===== src/rtl/regfile_pkg.sv =====
// Shared constants and types for the register-file command sequencer:
// FunSel codes, opcodes, register indices and the sequencer state enum.
package regfile_pkg;

   localparam logic [2:0] FS_DEC  = 3'b000;
   localparam logic [2:0] FS_INC  = 3'b001;
   localparam logic [2:0] FS_LOAD = 3'b010;
   localparam logic [2:0] FS_CLR  = 3'b011;

   localparam logic [2:0] OP_NOP  = 3'b000;
   localparam logic [2:0] OP_LDI  = 3'b001;
   localparam logic [2:0] OP_MOV  = 3'b010;
   localparam logic [2:0] OP_INC  = 3'b011;
   localparam logic [2:0] OP_DEC  = 3'b100;
   localparam logic [2:0] OP_CLR  = 3'b101;
   localparam logic [2:0] OP_SWAP = 3'b110;
   localparam logic [2:0] OP_RSVD = 3'b111;

   localparam logic [2:0] R1 = 3'd0;
   localparam logic [2:0] R2 = 3'd1;
   localparam logic [2:0] R3 = 3'd2;
   localparam logic [2:0] R4 = 3'd3;
   localparam logic [2:0] S1 = 3'd4;
   localparam logic [2:0] S2 = 3'd5;
   localparam logic [2:0] S3 = 3'd6;
   localparam logic [2:0] S4 = 3'd7;

   typedef enum logic [1:0] {
      ST_IDLE = 2'd0,
      ST_EX1  = 2'd1,
      ST_EX2  = 2'd2,
      ST_EX3  = 2'd3
   } seq_state_e;

   typedef struct packed {
      logic [2:0] opcode;
      logic [2:0] dst;
      logic [2:0] src;
   } cmd_t;

endpackage


===== src/rtl/regsel_decoder.sv =====
// Decodes a 3-bit register index plus write flag into the RegSel/ScrSel
// enable vectors (bit 3 selects R1/S1).
module regsel_decoder
   import regfile_pkg::*;
(
   input  logic [2:0] idx_i,
   input  logic       we_i,
   output logic [3:0] reg_sel_o,
   output logic [3:0] scr_sel_o
);

   logic [3:0] onehot;

   assign onehot    = 4'b1000 >> idx_i[1:0];
   assign reg_sel_o = (we_i && !idx_i[2]) ? onehot : 4'b0000;
   assign scr_sel_o = (we_i &&  idx_i[2]) ? onehot : 4'b0000;

endmodule


===== src/rtl/regfile_cmd_sequencer.sv =====
// Turns one register-level command into the OutASel/FunSel/RegSel/ScrSel/DataSel
// sequence for the 8-entry register file. Optional CmdCount port: RFSEQ_PERF_EN.
module regfile_cmd_sequencer
   import regfile_pkg::*;
#(
   parameter int         DATA_WIDTH    = 32,
   parameter logic [2:0] SWAP_TEMP     = 3'b111,
   parameter logic [2:0] SWAP_ALT_TEMP = 3'b110
) (
   input  logic                  Clock,
   input  logic                  Reset,
   input  logic                  InstValid,
   output logic                  InstReady,
   input  logic [2:0]            Opcode,
   input  logic [2:0]            DstSel,
   input  logic [2:0]            SrcSel,
   input  logic [DATA_WIDTH-1:0] Imm,
   output logic [DATA_WIDTH-1:0] ImmOut,
   output logic                  DataSel,
   output logic [2:0]            OutASel,
   output logic [2:0]            OutBSel,
   output logic [2:0]            FunSel,
   output logic [3:0]            RegSel,
   output logic [3:0]            ScrSel,
`ifdef RFSEQ_PERF_EN
   output logic [15:0]           CmdCount,
`endif
   output logic                  Done,
   output logic                  IllegalOp
);

   seq_state_e            state_q, state_d;
   cmd_t                  cmd_q, cmd_d;
   logic [DATA_WIDTH-1:0] imm_q, imm_d;
   logic                  accept;
   logic [2:0]            swap_tmp;
   logic                  wr_en;
   logic [2:0]            wr_idx;

   assign accept   = InstValid && (state_q == ST_IDLE);
   assign swap_tmp = (cmd_q.src == SWAP_TEMP || cmd_q.dst == SWAP_TEMP) ? SWAP_ALT_TEMP : SWAP_TEMP;

   assign cmd_d = accept ? '{opcode: Opcode, dst: DstSel, src: SrcSel} : cmd_q;
   assign imm_d = accept ? Imm : imm_q;

   // NOTE: reset is sampled on the clock edge, and all state uses non-blocking
   // assignments so every register sees pre-edge values of the others.
   always_ff @(posedge Clock) begin
      if (Reset) begin
         state_q <= ST_IDLE;
         cmd_q   <= '0;
         imm_q   <= '0;
      end else begin
         state_q <= state_d;
         cmd_q   <= cmd_d;
         imm_q   <= imm_d;
      end
   end

   always_comb begin
      state_d = state_q;
      case (state_q)
         ST_IDLE: if (accept) state_d = ST_EX1;
         ST_EX1:  state_d = (cmd_q.opcode == OP_SWAP && cmd_q.src != cmd_q.dst) ? ST_EX2 : ST_IDLE;
         ST_EX2:  state_d = ST_EX3;
         default: state_d = ST_IDLE;
      endcase
   end

   // NOTE: every output gets a default before the case so no latch is inferred.
   always_comb begin
      OutASel   = R1;
      FunSel    = FS_LOAD;
      DataSel   = 1'b0;
      wr_en     = 1'b0;
      wr_idx    = cmd_q.dst;
      Done      = 1'b0;
      IllegalOp = 1'b0;
      case (state_q)
         ST_EX1: begin
            Done = 1'b1;
            case (cmd_q.opcode)
               OP_LDI: wr_en = 1'b1;
               OP_MOV: begin
                  OutASel = cmd_q.src;
                  DataSel = 1'b1;
                  wr_en   = 1'b1;
               end
               OP_INC: begin
                  FunSel = FS_INC;
                  wr_en  = 1'b1;
               end
               OP_DEC: begin
                  FunSel = FS_DEC;
                  wr_en  = 1'b1;
               end
               OP_CLR: begin
                  FunSel = FS_CLR;
                  wr_en  = 1'b1;
               end
               OP_SWAP: begin
                  if (cmd_q.src != cmd_q.dst) begin
                     Done    = 1'b0;
                     OutASel = cmd_q.dst;
                     DataSel = 1'b1;
                     wr_en   = 1'b1;
                     wr_idx  = swap_tmp;
                  end
               end
               OP_RSVD: IllegalOp = 1'b1;
               default: ;
            endcase
         end
         ST_EX2: begin
            OutASel = cmd_q.src;
            DataSel = 1'b1;
            wr_en   = 1'b1;
            wr_idx  = cmd_q.dst;
         end
         ST_EX3: begin
            OutASel = swap_tmp;
            DataSel = 1'b1;
            wr_en   = 1'b1;
            wr_idx  = cmd_q.src;
            Done    = 1'b1;
         end
         default: ;
      endcase
   end

   regsel_decoder u_regsel_decoder (
      .idx_i     (wr_idx),
      .we_i      (wr_en),
      .reg_sel_o (RegSel),
      .scr_sel_o (ScrSel)
   );

   assign InstReady = (state_q == ST_IDLE);
   assign OutBSel   = cmd_q.dst;
   assign ImmOut    = imm_q;

`ifdef RFSEQ_PERF_EN
   logic [15:0] cmd_count_q, cmd_count_d;

   assign cmd_count_d = (Done && cmd_count_q != 16'hFFFF) ? cmd_count_q + 16'd1 : cmd_count_q;

   always_ff @(posedge Clock) begin
      if (Reset) cmd_count_q <= '0;
      else       cmd_count_q <= cmd_count_d;
   end

   assign CmdCount = cmd_count_q;
`endif

endmodule


===== config.mk =====
export PLATFORM = sky130hd
export DESIGN_NAME = regfile_cmd_sequencer
export DESIGN_NICKNAME = d
export VERILOG_FILES = /design/src/rtl/regfile_pkg.sv /design/src/rtl/regsel_decoder.sv /design/src/rtl/regfile_cmd_sequencer.sv
export SDC_FILE = /design/constraint.sdc
export NUM_CORES = 1
export LEC_CHECK = 0
export ABC_AREA = 1
export BUFFER_PORTS_ARGS = -buffer_cell sky130_fd_sc_hd__buf_2
export CAP_MARGIN = 40
export CORE_ASPECT_RATIO = 0.8
export CORE_MARGIN = 2
export CORE_UTILIZATION = 40
export DETAILED_ROUTE_END_ITERATION = 10
export PLACE_DENSITY_LB_ADDON = 0.3
export RECOVER_POWER = 50
export SETUP_SLACK_MARGIN = 0.4
export SLEW_MARGIN = 15
export SYNTH_ARGS = -nofsm -noshare
export SYNTH_HDL_FRONTEND = slang
export SYNTH_SLANG_ARGS = --single-unit

===== constraint.sdc =====
create_clock -name Clock -period 1.85 [get_ports Clock]
set_clock_uncertainty 0.15 [all_clocks]
set_input_delay 0.37 -clock Clock [delete_from_list [all_inputs] [get_ports Clock]]
set_output_delay 0.37 -clock Clock [all_outputs]
set_load 0.005 [all_outputs]

======== Word-level counts from Yosys, hierarchy flattened ========
Index checks and enable logic that the tools add are counted.
cells by class
  add/subtract/negate cells ............... 0
  $mul .................................... 0
  div/mod/pow operators ................... 0
  order comparisons ....................... 0
  eq/ne operators ......................... 14
  shift-type cells ........................ 1
  muxes and demuxes ....................... 24
  bitwise operators ....................... 0
  reduce and logical (&&, ||, !) cells .... 9
operators by type and width
  cell                   count
  $eq A3 B3 Y1 const B   6
  $pmux W2 S3            2
  $pmux W3 S2            2
  $pmux W1 S2            5
  $mux W3                3
  $pmux W3 S3            1
  $mux W4                2
  $eq A3 B2 Y1 const B   2
  $mux W1                6
  $mux W2                3
  $reduce_or A5 Y1       1
  $eq A2 B2 Y1 const B   2
  $logic_and A1 B1 Y1    4
  $shr A4 B2 Y4 const A  1
  $eq A3 B1 Y1 const B   1
  $ne A3 B3 Y1           1
  $eq A2 B1 Y1 const B   1
  $logic_not A2 Y1       1
  $ne A2 B1 Y1 const B   1
  $reduce_or A2 Y1       1
  $logic_not A1 Y1       1
  $logic_or A1 B1 Y1     1
storage, ports and cells
  bits in registers ....................... 43
  bits in latches ......................... 0
  memory bits (writable) .................. 0
  bits in read-only memories .............. 0
  bits of input ports ..................... 44
  output and inout port bits .............. 53
  logic and storage cells ................. 53
  memories ................................ 0

======== Logic depth before layout (Yosys ltp) ========
Gate-level depths: netlist of the first run.
  depth after elaboration ................. 9
  gate-level depth with buffers ........... 10

======== Modules after synthesis ========
A second synthesis of the first run with hierarchy kept.
second synthesis, totals
  cells, all modules ...................... 276
  area total of the unflattened synthesis .. 1973.1 µm²
by module, submodules not included
  module                 instances  cells each  area an instance (µm²)
  regfile_cmd_sequencer  1          259         1909.3
  regsel_decoder         1          17          63.8

======== Least setup slack after synthesis of the first run ========
OpenSTA, ideal clock, no wires.
  path kind ............................... register to output
  from .................................... register cmd_q, in the netlist OutBSel[0]
  to ...................................... output port RegSel[0]
  arrival time ............................ 1.097 ns
  setup slack ............................. 0.233 ns
  cell stages (with the launch flop) ...... 9
  cells stage by stage .................... dfxtp_1 -> inv_2 -> nand2_1 -> nand2_1 -> nand3_2 -> nand2_4 -> a21oi_4 -> nand3_4 -> nor2_1
between the ends
  longest elaborated chain between the ends .. 8
  elaborated cells on any way between the ends .. 14
  those cells by class .................... eq/ne: 2; shift: 1; mux: 8; reduce/logical: 3
ends and longest elaborated chain
  item                    RTL line                      RTL
  start, declared         regfile_cmd_sequencer.sv:33   cmd_t cmd_q, cmd_d;
  start signal, assigned  regfile_cmd_sequencer.sv:55   cmd_q <= cmd_d;
  $eq A3 B3 Y1            regfile_cmd_sequencer.sv:41   assign swap_tmp = (cmd_q.src == SWAP_TEMP || cmd_q.dst == SWAP_TEMP) ? SWAP_ALT_TEMP : SWAP_TEMP;
  $logic_or A1 B1 Y1      regfile_cmd_sequencer.sv:41
  $mux W1                 regfile_cmd_sequencer.sv:41
  $mux W3                 regfile_cmd_sequencer.sv:102  if (cmd_q.src != cmd_q.dst) begin
  $mux W3                 regfile_cmd_sequencer.sv:82   case (cmd_q.opcode)
  $pmux W3 S2             regfile_cmd_sequencer.sv:79   case (state_q)
  $shr A4 B2 Y4           regsel_decoder.sv:14          assign onehot = 4'b1000 >> idx_i[1:0];
  $mux W4 (*)             regsel_decoder.sv:15          assign reg_sel_o = (we_i && !idx_i[2]) ? onehot : 4'b0000;
  end, declared           regfile_cmd_sequencer.sv:23   output logic [3:0] RegSel,
Mark *: on every way between the ends. The rest lies on a longest branch, timed or not.

======== Worst setup path in the final report of the first run ========
  from .................................... register cmd_q[2] (netlist name)
  to ...................................... output port OutASel[1]
between the ends
  longest elaborated chain between the ends .. 4
ends and longest elaborated chain
  item           RTL line                      RTL
  $ne A3 B3 Y1   regfile_cmd_sequencer.sv:102
  $mux W3        regfile_cmd_sequencer.sv:102
  $pmux W3 S2    regfile_cmd_sequencer.sv:82
  $pmux W3 S3    regfile_cmd_sequencer.sv:79
  end, declared  regfile_cmd_sequencer.sv:20   output logic [2:0] OutASel,
No other way between the ends.

==> results of run 1 <==
[stage by stage]
stage               std cells  area (um2)  hold slack, ns  setup WS [ns]  util (%)
finish                    471        3884          0.1401        -0.4234     82.51
global route              471        3884          0.1264        -0.4555     82.51
global placement          418        2570          0.2973        0.01798     54.60
detailed placement        418        2570          0.3002        0.01475     54.60
CTS                       465        3465          0.1485        -0.2349     73.60
floorplan                 271        2026          0.3108         0.2593         -
[worst min-delay path by stage]
stage,startpoint,to
2_1_floorplan,ImmOut[0]$_SDFFE_PP0P_,ImmOut[0]$_SDFFE_PP0P_
3_3_place_gp,ImmOut[2]$_SDFFE_PP0P_,ImmOut[2]$_SDFFE_PP0P_
3_5_place_dp,ImmOut[1]$_SDFFE_PP0P_,ImmOut[1]$_SDFFE_PP0P_
4_1_cts,Imm[12],ImmOut[12]$_SDFFE_PP0P_
5_1_grt,Imm[31],ImmOut[31]$_SDFFE_PP0P_
6_report,Imm[31],ImmOut[31]$_SDFFE_PP0P_
[final cells by class]
type	count	area, um2
clock buffer	5	68.82
clock inverter	3	46.29
fill	275	823.3
inverter	18	85.08
multi-input combinational	192	1530
sequential	43	889.6
tap	60	75.07
timing repair buffer	150	1189
[repair_timing]
| item | CTS | global route |
|---|---|---|
| endpoints found under the setup margin | 59 | 61 |
| resized for setup | 91 | 101 |
| cloned | 9 | 0 |
| setup buffers | 30 | 6 |
| pin swaps | 31 | 26 |
[flip-flops by register name, indices dropped and copies added (netlist names)]
name	flops
OutBSel	3
ImmOut	32
state_q	2
cmd_q	6
[critical path, stage by stage (launching register included)]
cell and delay (ns):
sky130_fd_sc_hd__dfxtp_2 0.37, sky130_fd_sc_hd__inv_2 0.06, sky130_fd_sc_hd__nand2_2 0.08, sky130_fd_sc_hd__nand2_2 0.08
sky130_fd_sc_hd__nand3_4 0.15, sky130_fd_sc_hd__nand2_8 0.09, sky130_fd_sc_hd__buf_4 0.16, sky130_fd_sc_hd__buf_6 0.11
sky130_fd_sc_hd__o22ai_2 0.10, sky130_fd_sc_hd__nand2_1 0.08, sky130_fd_sc_hd__nand2_1 0.07, sky130_fd_sc_hd__buf_2 0.11
[layout by cell type, fill, tap and decap left out, drive strengths merged]
master      n
clkinv      1
nand4       1
clkinvlp    1
a21oi      35
clkbuf     16
dfxtp      43
inv        18
bufinv      1
nor2       22
xnor2       1
nor3        2
a211oi      9
buf       139
nor4        1
o21ai       6
conb        1
nand3      15
o22ai       4
nand2      95
[per-layer routing]
layer,GRT usage (%),routed length [um]
met1,31.95,3147
met2,39.92,3918
met3,6.357,493
met4,5.943,187
met5,0,0
[cell families after synthesis]
group | synth area share (%)
buf+inv | 9.712
simple gates | 31.08
flops | 43.11
compound gates | 15.48
xor+xnor | 0.4387
other cells | 0.1878
[where the power goes]
part / internal, uW / total [uW] / switching, uW / leakage (uW)
sequential: 998 / 1070 / 67.4 / 0.000359
clock: 407 / 776 / 368 / 0.0000548
combinational: 498 / 996 / 498 / 0.00137
total: 1900 / 2840 / 934 / 0.00178
==> flow_summary.html, run 1 <==
<table>
<tr><th>Metric</th><th>Value</th></tr>
<tr><th colspan="2">Status</th></tr>
<tr><td>Result of the run</td><td>finished, violations left</td></tr>
<tr><td>Violations in the final reports</td><td>setup timing</td></tr>
<tr><th colspan="2">Clocking</th></tr>
<tr><td>Number of CTS-inserted buffers</td><td>5</td></tr>
<tr><td>Largest buffer count on any clock path</td><td>2</td></tr>
<tr><td>Clock Tree Root</td><td>sky130_fd_sc_hd__clkbuf_8</td></tr>
<tr><td>Clock slew seen by the registers of the worst setup and hold paths</td><td>0.10 ns</td></tr>
<tr><td>Insertion delay to the later sink of the worst-skew pair</td><td>0.30 ns</td></tr>
<tr><td>Clock tree from TritonCTS</td><td>built</td></tr>
<tr><td>TritonCTS Sinks</td><td>43</td></tr>
<tr><td>Count of hold-fix buffers inserted at cts</td><td>0</td></tr>
<tr><td>H-tree levels</td><td>2</td></tr>
<tr><th colspan="2">Route</th></tr>
<tr><td>Count of routing violations after the opening detailed-route iteration</td><td>106</td></tr>
<tr><td>Vias per std cell</td><td>5.238</td></tr>
<tr><td>Residual DRC</td><td>0</td></tr>
<tr><td>Overall via count from detail_route</td><td>2,467</td></tr>
<tr><td>Average wire per cell in the routed design</td><td>16.44 um</td></tr>
<tr><td>Number of detailed-routing iterations run before antenna repair</td><td>4</td></tr>
<tr><td>Number of antenna-violating nets in the routed design</td><td>0</td></tr>
<tr><td>Detailed-route wire length</td><td>7745 um</td></tr>
<tr><th colspan="2">Logic synthesis</th></tr>
<tr><td>Dominant cells by area after synthesis</td><td>sky130_fd_sc_hd__dfxtp_1, sky130_fd_sc_hd__nand2_1, sky130_fd_sc_hd__a21oi_1</td></tr>
<tr><td>Share of the synthesized area in the top cell type</td><td>43.11%</td></tr>
<tr><td>Most common cell in the netlist</td><td>sky130_fd_sc_hd__nand2_1</td></tr>
<tr><td>Distinct cell type count after synthesis</td><td>27</td></tr>
<tr><td>Syn Inst Count</td><td>271</td></tr>
<tr><td>Library cell with the largest summed area after synthesis</td><td>sky130_fd_sc_hd__dfxtp_1</td></tr>
<tr><td>Post-synthesis register bit count</td><td>43</td></tr>
<tr><td>Syn_area_per_cell</td><td>7.369 um2</td></tr>
<tr><td>Synthesized Nets</td><td>315</td></tr>
<tr><td>Number of enable-type register cells in the synthesized netlist</td><td>0</td></tr>
<tr><td>Top_reg_cell synth</td><td>sky130_fd_sc_hd__dfxtp_1</td></tr>
<tr><td>Synth top cells by count</td><td>sky130_fd_sc_hd__nand2_1, sky130_fd_sc_hd__dfxtp_1, sky130_fd_sc_hd__a21oi_1, sky130_fd_sc_hd__nor2_1, sky130_fd_sc_hd__nand3_1</td></tr>
<tr><td>Area of the mapped netlist</td><td>1997 um2</td></tr>
<tr><td>Ys async rst share</td><td>0%</td></tr>
<tr><td>Part of the Yosys area used for sequential elements</td><td>43.11%</td></tr>
<tr><td>Synth Warn #</td><td>0</td></tr>
<tr><th colspan="2">Global route</th></tr>
<tr><td>Vias in the first global route</td><td>2,189</td></tr>
<tr><td>Maximum number of pins on one net before global-route repair</td><td>24</td></tr>
<tr><td>Overflow left after global routing</td><td>0</td></tr>
<tr><td>Gr usage total</td><td>24.12%</td></tr>
<tr><td>Initial antenna violation count</td><td>0</td></tr>
<tr><td>Global-route wire length before repair</td><td>10,470 um</td></tr>
<tr><th colspan="2">Placed design</th></tr>
<tr><td>Half-perimeter wire length after detailed placement</td><td>3707 um</td></tr>
<tr><td>Number of I/O port buffers</td><td>95</td></tr>
<tr><td>Weighted congestion at the end of routability-driven global placement</td><td>0.8809</td></tr>
<tr><th colspan="2">Cells and area</th></tr>
<tr><td>Diode insertion count for antenna repair</td><td>0</td></tr>
<tr><td>Layout cells sized above 1</td><td>69.83%</td></tr>
<tr><td>Post-synthesis to final-layout area growth</td><td>94.49%</td></tr>
<tr><td>Final layout net count</td><td>454</td></tr>
<tr><th colspan="2">Job</th></tr>
<tr><td>Max-capacitance violation count</td><td>0</td></tr>
<tr><th colspan="2">Power and ir drop</th></tr>
<tr><td>Cell leakage power</td><td>0.001781 uW</td></tr>
<tr><td>Power per cell area</td><td>730.4 nW/um2</td></tr>
<tr><td>Final Power</td><td>2837 uW</td></tr>
<tr><td>Maximum VDD drop</td><td>0.0006134 V</td></tr>
<tr><th colspan="2">Setup path</th></tr>
<tr><td>Biggest fanout along the worst timing path</td><td>6</td></tr>
<tr><td>Worst setup path startpoint</td><td>cmd_q[2]$_SDFFE_PP0P_</td></tr>
<tr><td>CP Capture Type</td><td>output pin</td></tr>
<tr><td>Worst setup path endpoint</td><td>OutASel[1]</td></tr>
<tr><td>Critical path launch point type</td><td>flop</td></tr>
<tr><td>R2R cell count</td><td>12</td></tr>
<tr><td>Data arrival, critical path</td><td>1.75 ns</td></tr>
<tr><td>Internal reg-to-reg setup slack</td><td>-0.05 ns</td></tr>
<tr><td>Required time of the worst setup path</td><td>1.33 ns</td></tr>
<tr><td>Crit Reg-Reg Startpoint</td><td>state_q[1]$_SDFFE_PP0P_</td></tr>
<tr><td>Setup CP Type</td><td>reg2out</td></tr>
<tr><td>Worst flop-to-flop path endpoint</td><td>ImmOut[1]$_SDFFE_PP0P_</td></tr>
<tr><th colspan="2">Timing</th></tr>
<tr><td>Unrepaired setup endpoints after global routing</td><td>yes</td></tr>
<tr><td>Worst rel slew slack</td><td>47.10%</td></tr>
<tr><td>Highest achievable clock rate</td><td>439.9 MHz</td></tr>
<tr><td>Fin worst setup slack</td><td>-0.4234 ns</td></tr>
<tr><td>Period Utilization, post-route</td><td>122.9%</td></tr>
<tr><td>Time the worst path needs with I/O delays and setup</td><td>2.273 ns</td></tr>
<tr><td>Hold Fails Final Rpt</td><td>0</td></tr>
<tr><td>Number of slew-limit violations in the final report</td><td>0</td></tr>
<tr><td>Final count of negative-setup-slack endpoints</td><td>25</td></tr>
<tr><td>Worst Tran Pin Value</td><td>0.7935 ns</td></tr>
<tr><td>TNS Setup</td><td>-4.296 ns</td></tr>
<tr><th colspan="2">Floorplan</th></tr>
<tr><td>DIE AREA</td><td>5577 um2</td></tr>
<tr><td>Die Wd</td><td>83.00 um</td></tr>
<tr><td>Placeable Area</td><td>4707 um2</td></tr>
<tr><td>Rows</td><td>22</td></tr>
<tr><td>Height of the die</td><td>67.20 um</td></tr>
<tr><td>Number of top-level pins</td><td>97</td></tr>
<tr><td>Initial standard-cell utilization of the core</td><td>42.42%</td></tr>
<tr><th colspan="2">Min path</th></tr>
<tr><td>Hold path cells</td><td>3</td></tr>
<tr><td>Kind of path behind the tightest hold check</td><td>in2reg</td></tr>
</table>
(Power assumes the default switching activity.)
==> inputs of run 2 (changes only) <==
Settings changed: CTS_CLUSTER_SIZE set to 12.
Clock period 1.85 ns to 1.9 ns, I/O delays scaled along.
==> run 2 against run 1 <==
Net effect:
- the flow still finishes with violations (setup timing)
- critical path depth unchanged
- setup slack improved by 0.19 ns
- non-clock buffer count is 28 lower
- clock-buffer cell count is the same
- clock power down 7.0%
- sequential power shrank 4%
- critical endpoint is now ScrSel[0]
==> flow_summary.html, run 2 (synthesized netlist as in run 1, its figures left out) <==
<table>
<tr><th>Metric</th><th>Value</th></tr>
<tr><th colspan="2">Clocking</th></tr>
<tr><td>TritonCTS Sinks</td><td>43 (unchanged)</td></tr>
<tr><td>H-tree levels</td><td>2 (unchanged)</td></tr>
<tr><td>Number of CTS-inserted buffers</td><td>5 (unchanged)</td></tr>
<tr><td>Count of hold-fix buffers inserted at cts</td><td>0 (unchanged)</td></tr>
<tr><td>Clock Tree Root</td><td>sky130_fd_sc_hd__clkbuf_8</td></tr>
<tr><td>Clock tree from TritonCTS</td><td>built</td></tr>
<tr><td>Largest buffer count on any clock path</td><td>2 (unchanged)</td></tr>
<tr><td>Insertion delay to the later sink of the worst-skew pair</td><td>0.29 ns (about the same)</td></tr>
<tr><td>Clock slew seen by the registers of the worst setup and hold paths</td><td>0.09 ns (about the same)</td></tr>
<tr><th colspan="2">Floorplan</th></tr>
<tr><td>DIE AREA</td><td>5577 um2 (unchanged)</td></tr>
<tr><td>Height of the die</td><td>67.20 um (unchanged)</td></tr>
<tr><td>Rows</td><td>22 (unchanged)</td></tr>
<tr><td>Number of top-level pins</td><td>97 (unchanged)</td></tr>
<tr><td>Die Wd</td><td>83.00 um (unchanged)</td></tr>
<tr><td>Initial standard-cell utilization of the core</td><td>42.42% (unchanged)</td></tr>
<tr><td>Placeable Area</td><td>4707 um2 (unchanged)</td></tr>
<tr><th colspan="2">Timing</th></tr>
<tr><td>Time the worst path needs with I/O delays and setup</td><td>2.132 ns</td></tr>
<tr><td>Period Utilization, post-route</td><td>112.2%</td></tr>
<tr><td>Fin worst setup slack</td><td>-0.2317 ns (+0.1917 ns)</td></tr>
<tr><td>Highest achievable clock rate</td><td>469.1 MHz</td></tr>
<tr><td>Worst hold slack</td><td>0.1702 ns (+0.03013 ns)</td></tr>
<tr><td>Unrepaired setup endpoints after global routing</td><td>yes</td></tr>
<tr><td>Hold Fails Final Rpt</td><td>0 (unchanged)</td></tr>
<tr><td>Final count of negative-setup-slack endpoints</td><td>15 (-40%)</td></tr>
<tr><td>Number of slew-limit violations in the final report</td><td>0 (unchanged)</td></tr>
<tr><th colspan="2">Setup path</th></tr>
<tr><td>Cell breakdown of the critical path</td><td>inv_2, nand2_2, nand2_2, nand3_4, nand2_4, nand2_4, nand3_4, nand2_4, nand2_2, nor2_1, buf_2</td></tr>
<tr><td>Number of buffers and inverters on the critical path</td><td>2 (-2)</td></tr>
<tr><td>Biggest fanout along the worst timing path</td><td>6 (unchanged)</td></tr>
<tr><td>Delay of the slowest critical-path stage</td><td>0.37 ns (about the same)</td></tr>
<tr><td>Family of cells with the greatest summed delay on the critical path</td><td>simple AND/OR/NAND/NOR gates</td></tr>
<tr><td>Required time of the worst setup path</td><td>1.37 ns (+0.04 ns)</td></tr>
<tr><td>CP Capture Type</td><td>output pin</td></tr>
<tr><td>Critical path launch point type</td><td>flop</td></tr>
<tr><td>Setup CP Type</td><td>reg2out</td></tr>
<tr><td>Cell with the largest stage delay on the worst path</td><td>sky130_fd_sc_hd__dfxtp_2</td></tr>
<tr><td>Data arrival, critical path</td><td>1.60 ns (-0.15 ns)</td></tr>
<tr><th colspan="2">Route</th></tr>
<tr><td>Vias per std cell</td><td>4.971 (-5.1%)</td></tr>
<tr><td>Count of routing violations after the opening detailed-route iteration</td><td>89 (-16%)</td></tr>
<tr><td>Detailed-route wire length</td><td>5895 um (-24%)</td></tr>
<tr><td>Overall via count from detail_route</td><td>2,197 (-11%)</td></tr>
<tr><td>Average wire per cell in the routed design</td><td>13.34 um (-19%)</td></tr>
<tr><td>Number of antenna-violating nets in the routed design</td><td>0 (unchanged)</td></tr>
<tr><td>Number of detailed-routing iterations run before antenna repair</td><td>6 (+2)</td></tr>
<tr><td>Residual DRC</td><td>0 (unchanged)</td></tr>
<tr><th colspan="2">Global route</th></tr>
<tr><td>Global-route wire length before repair</td><td>8997 um (-14%)</td></tr>
<tr><td>Vias in the first global route</td><td>1,976 (-9.7%)</td></tr>
<tr><td>Overflow left after global routing</td><td>0 (unchanged)</td></tr>
<tr><td>Initial antenna violation count</td><td>0 (unchanged)</td></tr>
<tr><td>Gr usage total</td><td>19.93% (-4.2 points)</td></tr>
<tr><td>Maximum number of pins on one net before global-route repair</td><td>33 (+38%)</td></tr>
<tr><th colspan="2">Placed design</th></tr>
<tr><td>Half-perimeter wire length after detailed placement</td><td>3774 um (+1.8%)</td></tr>
<tr><td>Number of I/O port buffers</td><td>95 (unchanged)</td></tr>
<tr><td>Weighted congestion at the end of routability-driven global placement</td><td>0.9048 (+2.7%)</td></tr>
<tr><td>Dpl ws</td><td>0.09312 ns (+0.07837 ns)</td></tr>
<tr><th colspan="2">Job</th></tr>
<tr><td>Max-capacitance violation count</td><td>0 (unchanged)</td></tr>
<tr><th colspan="2">Status</th></tr>
<tr><td>Result of the run</td><td>finished, violations left</td></tr>
<tr><td>Violations in the final reports</td><td>setup timing</td></tr>
<tr><th colspan="2">Power and ir drop</th></tr>
<tr><td>Power per cell area</td><td>789.2 nW/um2 (+8.1%)</td></tr>
<tr><td>Final Power</td><td>2321 uW (-18%)</td></tr>
<tr><td>Maximum VDD drop</td><td>0.0004460 V (-27%)</td></tr>
<tr><td>Cell leakage power</td><td>0.001339 uW (-25%)</td></tr>
<tr><th colspan="2">Min path</th></tr>
<tr><td>Kind of path behind the tightest hold check</td><td>in2reg</td></tr>
<tr><th colspan="2">Cells and area</th></tr>
<tr><td>Diode insertion count for antenna repair</td><td>0 (unchanged)</td></tr>
<tr><td>Highest-count cells in the layout ignoring fill and taps</td><td>sky130_fd_sc_hd__nand2_1, sky130_fd_sc_hd__buf_2, sky130_fd_sc_hd__dfxtp_1, sky130_fd_sc_hd__a21oi_1, sky130_fd_sc_hd__clkbuf_1</td></tr>
<tr><td>FILL cells</td><td>445 (+62%)</td></tr>
<tr><td>Final layout net count</td><td>425 (-6.4%)</td></tr>
<tr><td>Most common cell after layout, fill and taps aside</td><td>sky130_fd_sc_hd__nand2_1</td></tr>
<tr><td>Multi-input logic area</td><td>1072 um2 (-30%)</td></tr>
<tr><td>Reg area</td><td>882.1 um2 (-0.84%)</td></tr>
<tr><td>Number of flip-flops in the largest register</td><td>32 (unchanged)</td></tr>
<tr><td>Layout cells sized above 1</td><td>45.29% (-25 points)</td></tr>
<tr><td>Post-layout utilization of the core</td><td>62.47% (-20 points)</td></tr>
<tr><td>Post-synthesis to final-layout area growth</td><td>47.24%</td></tr>
</table>
==> run 2: metrics by stage <==
| stage | cell area, um2 | TNS (ns) | instances |
|---|---|---|---|
| 2_1_floorplan | 2026 | 0 | 271 |
| 3_3_place_gp | 2550 | 0 | 417 |
| 3_5_place_dp | 2550 | 0 | 417 |
| 4_1_cts | 2883 | -1.945 | 439 |
| 5_1_grt | 2940 | -4.930 | 442 |
| 6_report | 2940 | -2.590 | 442 |
==> run 2: worst paths after layout <==
path / slack, ns / cells past startpoint / from / to
max reg2reg: 0.06 / 7 / state_q[1]$_SDFFE_PP0P_ / ImmOut[8]$_SDFFE_PP0P_
min reg2reg: 0.31 / 2 / ImmOut[4]$_SDFFE_PP0P_ / ImmOut[4]$_SDFFE_PP0P_
max: -0.23 / 11 / cmd_q[0]$_SDFFE_PP0P_ / ScrSel[0]
min: 0.17 / 3 / Imm[19] / ImmOut[19]$_SDFFE_PP0P_
==> run 2: area by class of cell <==
cell class / count / area share, %
timing repair buffer: 122 / 24.38
inverter: 18 / 2.638
multi-input combinational: 191 / 36.47
clock buffer: 5 / 2.340
tap: 60 / 2.553
sequential: 43 / 30.00
clock inverter: 3 / 1.617
==> run 2: repair_timing <==
item,in CTS,in global routing
buffers inserted,14,2
endpoints found under the hold margin,0,0
gates cloned,0,1
pin swaps,17,4
gates resized for setup,32,18
endpoints found under the setup margin,37,53
==> run 2: layer usage <==
layer / vias to the layer above / wire (um) / global-route usage (%)
li1: 1092 / - / -
met1: 996 / 2425 / 24.96
met2: 95 / 2861 / 32.36
met3: 14 / 519 / 7.090
met4: 0 / 88 / 6.967
met5: - / 0 / 0
==> run 2: power breakdown <==
part	switching [uW]	leakage (uW)	total, uW	internal [uW]
clock	323	0.0000587	722	398
sequential	54.5	0.000358	1030	973
combinational	318	0.000922	572	254
==> run 2: worst register-to-register path, delay by kind of cell (launching register included) <==
family | cells | cell delay (ns)
AND/OR/NAND/NOR | 3 | 0.56
buffers and inverters | 3 | 0.56
flip-flops | 1 | 0.38
AO/OA/AOI/OAI | 1 | 0.12
==> inputs of run 3 (changes only) <==
Clock period 1.9 ns to 2.5 ns, I/O delays scaled along.
==> run 3 against run 2 <==
Net effect:
- via count decreased by 2.3%
- combinational power decreased by 30%
- clock-buffer cell count increased by 1
- non-clock buffer count decreased by 8
- the flow now finishes without violations
- register-to-register slack improved by 0.32 ns
- core utilization decreased by 2.3 points
- clock power decreased by 20%
- largest power group unchanged
- sequential power decreased by 24%
- global-route usage decreased by 1.6 points
- cell area decreased by 3.7%
- largest cell class unchanged
- critical endpoint unchanged
- sequential share of layout area increased by 1.3 points
- setup slack improved by 0.41 ns
==> flow_summary.html, run 3 (synthesized netlist as in run 1, its figures left out) <==
<table>
<tr><th>Metric</th><th>Value</th></tr>
<tr><th colspan="2">Global route</th></tr>
<tr><td>Maximum number of pins on one net before global-route repair</td><td>44 (+33%)</td></tr>
<tr><td>Overflow left after global routing</td><td>0 (unchanged)</td></tr>
<tr><td>Global-route wire length before repair</td><td>8321 um (-7.5%)</td></tr>
<tr><td>Vias in the first global route</td><td>1,830 (-7.4%)</td></tr>
<tr><td>Gr usage total</td><td>18.36% (-1.6 points)</td></tr>
<tr><td>Initial antenna violation count</td><td>0 (unchanged)</td></tr>
<tr><th colspan="2">Clocking</th></tr>
<tr><td>Largest buffer count on any clock path</td><td>2 (unchanged)</td></tr>
<tr><td>Clock Tree Root</td><td>sky130_fd_sc_hd__clkbuf_8</td></tr>
<tr><td>Clock tree from TritonCTS</td><td>built</td></tr>
<tr><td>H-tree levels</td><td>2 (unchanged)</td></tr>
<tr><td>Number of CTS-inserted buffers</td><td>5 (unchanged)</td></tr>
<tr><td>Clock slew seen by the registers of the worst setup and hold paths</td><td>0.09 ns (about the same)</td></tr>
<tr><td>Insertion delay to the later sink of the worst-skew pair</td><td>0.29 ns (about the same)</td></tr>
<tr><td>TritonCTS Sinks</td><td>43 (unchanged)</td></tr>
<tr><th colspan="2">Setup path</th></tr>
<tr><td>Worst flop-to-flop path endpoint</td><td>ImmOut[31]$_SDFFE_PP0P_</td></tr>
<tr><td>Data arrival, critical path</td><td>1.67 ns (+0.07 ns)</td></tr>
<tr><td>R2R cell count</td><td>6 (-1)</td></tr>
<tr><td>Required time of the worst setup path</td><td>1.85 ns (+0.48 ns)</td></tr>
<tr><td>Setup CP Type</td><td>reg2out</td></tr>
<tr><td>Crit Reg-Reg Startpoint</td><td>state_q[1]$_SDFFE_PP0P_</td></tr>
<tr><td>CP Capture Type</td><td>output pin</td></tr>
<tr><td>Internal reg-to-reg setup slack</td><td>0.38 ns (+0.32 ns)</td></tr>
<tr><td>Biggest fanout along the worst timing path</td><td>5 (-1)</td></tr>
<tr><td>Critical path launch point type</td><td>flop</td></tr>
<tr><th colspan="2">Route</th></tr>
<tr><td>Average wire per cell in the routed design</td><td>13.09 um (-1.8%)</td></tr>
<tr><td>Number of detailed-routing iterations run before antenna repair</td><td>4 (-2)</td></tr>
<tr><td>Detailed-route wire length</td><td>5682 um (-3.6%)</td></tr>
<tr><td>Number of antenna-violating nets in the routed design</td><td>0 (unchanged)</td></tr>
<tr><td>Vias per std cell</td><td>4.945 (-0.52%)</td></tr>
<tr><td>Overall via count from detail_route</td><td>2,146 (-2.3%)</td></tr>
<tr><td>Count of routing violations after the opening detailed-route iteration</td><td>170 (+91%)</td></tr>
<tr><td>Residual DRC</td><td>0 (unchanged)</td></tr>
<tr><th colspan="2">Min path</th></tr>
<tr><td>Endpoint of the worst hold-timing path</td><td>ImmOut[18]$_SDFFE_PP0P_</td></tr>
<tr><td>Worst hold path startpoint</td><td>Imm[18]</td></tr>
<tr><td>Kind of path behind the tightest hold check</td><td>in2reg</td></tr>
<tr><td>Hold path cells</td><td>3 (unchanged)</td></tr>
<tr><th colspan="2">Cells and area</th></tr>
<tr><td>FILL cells</td><td>441 (-0.90%)</td></tr>
<tr><td>Number of non-filler instances in the completed layout</td><td>434 (-1.8%)</td></tr>
<tr><td>Most common cell after layout, fill and taps aside</td><td>sky130_fd_sc_hd__nand2_1</td></tr>
<tr><td>Post-layout utilization of the core</td><td>60.15% (-2.3 points)</td></tr>
<tr><td>Highest-count cells in the layout ignoring fill and taps</td><td>sky130_fd_sc_hd__nand2_1, sky130_fd_sc_hd__buf_2, sky130_fd_sc_hd__dfxtp_1, sky130_fd_sc_hd__a21oi_1, sky130_fd_sc_hd__clkbuf_1</td></tr>
<tr><td>Final layout net count</td><td>417 (-1.9%)</td></tr>
<tr><td>Post-synthesis to final-layout area growth</td><td>41.79%</td></tr>
<tr><td>Layout cells sized above 1</td><td>41.98% (-3.3 points)</td></tr>
<tr><td>Number of flip-flops in the largest register</td><td>32 (unchanged)</td></tr>
<tr><td>Diode insertion count for antenna repair</td><td>0 (unchanged)</td></tr>
<tr><th colspan="2">Job</th></tr>
<tr><td>Max-capacitance violation count</td><td>0 (unchanged)</td></tr>
<tr><th colspan="2">Timing</th></tr>
<tr><td>Highest achievable clock rate</td><td>430.3 MHz</td></tr>
<tr><td>Final count of negative-setup-slack endpoints</td><td>0 (-15)</td></tr>
<tr><td>TNS Setup</td><td>0 ns (+2.590 ns)</td></tr>
<tr><td>Unrepaired setup endpoints after global routing</td><td>yes</td></tr>
<tr><td>Worst rel slew slack</td><td>39.87%</td></tr>
<tr><td>Number of slew-limit violations in the final report</td><td>0 (unchanged)</td></tr>
<tr><td>Worst Tran Pin Value</td><td>0.9020 ns</td></tr>
<tr><td>Hold Fails Final Rpt</td><td>0 (unchanged)</td></tr>
<tr><td>Time the worst path needs with I/O delays and setup</td><td>2.324 ns</td></tr>
<tr><td>Period Utilization, post-route</td><td>92.95%</td></tr>
<tr><th colspan="2">Power and ir drop</th></tr>
<tr><td>Maximum VDD drop</td><td>0.0003411 V (-24%)</td></tr>
<tr><td>Power per cell area</td><td>620.9 nW/um2 (-21%)</td></tr>
<tr><td>Cell leakage power</td><td>0.001291 uW (-3.6%)</td></tr>
<tr><td>Final Power</td><td>1758 uW (-24%)</td></tr>
<tr><th colspan="2">Placed design</th></tr>
<tr><td>Number of I/O port buffers</td><td>95 (unchanged)</td></tr>
<tr><td>Half-perimeter wire length after detailed placement</td><td>3601 um (-4.6%)</td></tr>
<tr><td>Number of cells in the design after placement</td><td>410 (-1.7%)</td></tr>
<tr><td>Weighted congestion at the end of routability-driven global placement</td><td>0.9102 (+0.60%)</td></tr>
<tr><th colspan="2">Floorplan</th></tr>
<tr><td>Die Wd</td><td>83.00 um (unchanged)</td></tr>
<tr><td>Number of top-level pins</td><td>97 (unchanged)</td></tr>
<tr><td>Initial standard-cell utilization of the core</td><td>42.42% (unchanged)</td></tr>
<tr><td>Height of the die</td><td>67.20 um (unchanged)</td></tr>
<tr><td>Rows</td><td>22 (unchanged)</td></tr>
<tr><td>DIE AREA</td><td>5577 um2 (unchanged)</td></tr>
<tr><td>Placeable Area</td><td>4707 um2 (unchanged)</td></tr>
<tr><th colspan="2">Status</th></tr>
<tr><td>Result of the run</td><td>finished, final reports clean</td></tr>
</table>
-- run 3: metal layers --
metal  vias to the layer above  GRT usage [%]  routed length [um]
met5                         -              0                   0
met1                       968          24.08                2535
met4                         0          5.738                  73
met2                        90          29.44                2661
li1                       1080              -                   -
met3                         8          5.623                 412
-- run 3: cell type report --
type                       instances  area, um2  share of cell area [%]
multi-input combinational        191       1069                   37.74
tap                               60      75.07                   2.651
sequential                        43      887.1                   31.33
timing repair buffer             114      601.8                   21.25
inverter                          18      77.57                   2.740
clock inverter                     2      38.79                   1.370
clock buffer                       6      82.58                   2.916
-- run 3: through the flow --
stage	cell area, um2	setup slack [ns]	hold WS (ns)
5_1_grt	2831	0.08078	0.2821
3_5_place_dp	2444	0.5018	0.3034
4_1_cts	2720	0.2869	0.2912
2_1_floorplan	1997	0.7535	0.3108
3_3_place_gp	2444	0.5123	0.2990
6_report	2831	0.1763	0.2953
-- run 3: power breakdown --
part,switching [uW],internal (uW),total (uW)
combinational,229,172,400
clock,250,329,578
sequential,41.5,738,779
total,520,1240,1760
-- run 3: what timing repair did --
action                     CTS  global route
buffers inserted             8             8
pin swaps                   10            14
hold buffers                 0             0
resized for setup           31            25
setup endpoints to repair   14            14
-- run 3: how the worst max path moves through the flow --
stage                                  from        end  slack [ns]  cells past startpoint
finish              OutBSel[0]$_SDFFE_PP0P_  ScrSel[0]        0.18                     11
global route        OutBSel[0]$_SDFFE_PP0P_  ScrSel[0]        0.08                     11
CTS                 OutBSel[0]$_SDFFE_PP0P_  ScrSel[0]        0.29                      9
detailed placement  OutBSel[0]$_SDFFE_PP0P_  ScrSel[2]        0.50                     11
global placement    OutBSel[0]$_SDFFE_PP0P_  ScrSel[2]        0.51                     11
floorplan           OutBSel[0]$_SDFFE_PP0P_  RegSel[0]        0.75                      8
-- run 3: worst max-delay path, cell delays in order, from the launching register on --
cell	delay [ns]
sky130_fd_sc_hd__dfxtp_1	0.44
sky130_fd_sc_hd__inv_4	0.05
sky130_fd_sc_hd__nand2_2	0.07
sky130_fd_sc_hd__nand2_2	0.06
sky130_fd_sc_hd__nand3_4	0.12
sky130_fd_sc_hd__nand2_4	0.10
sky130_fd_sc_hd__nand2_4	0.09
sky130_fd_sc_hd__nand3_4	0.09
sky130_fd_sc_hd__nand2_4	0.10
sky130_fd_sc_hd__nand2_2	0.06
sky130_fd_sc_hd__nor2_1	0.09
sky130_fd_sc_hd__buf_2	0.12
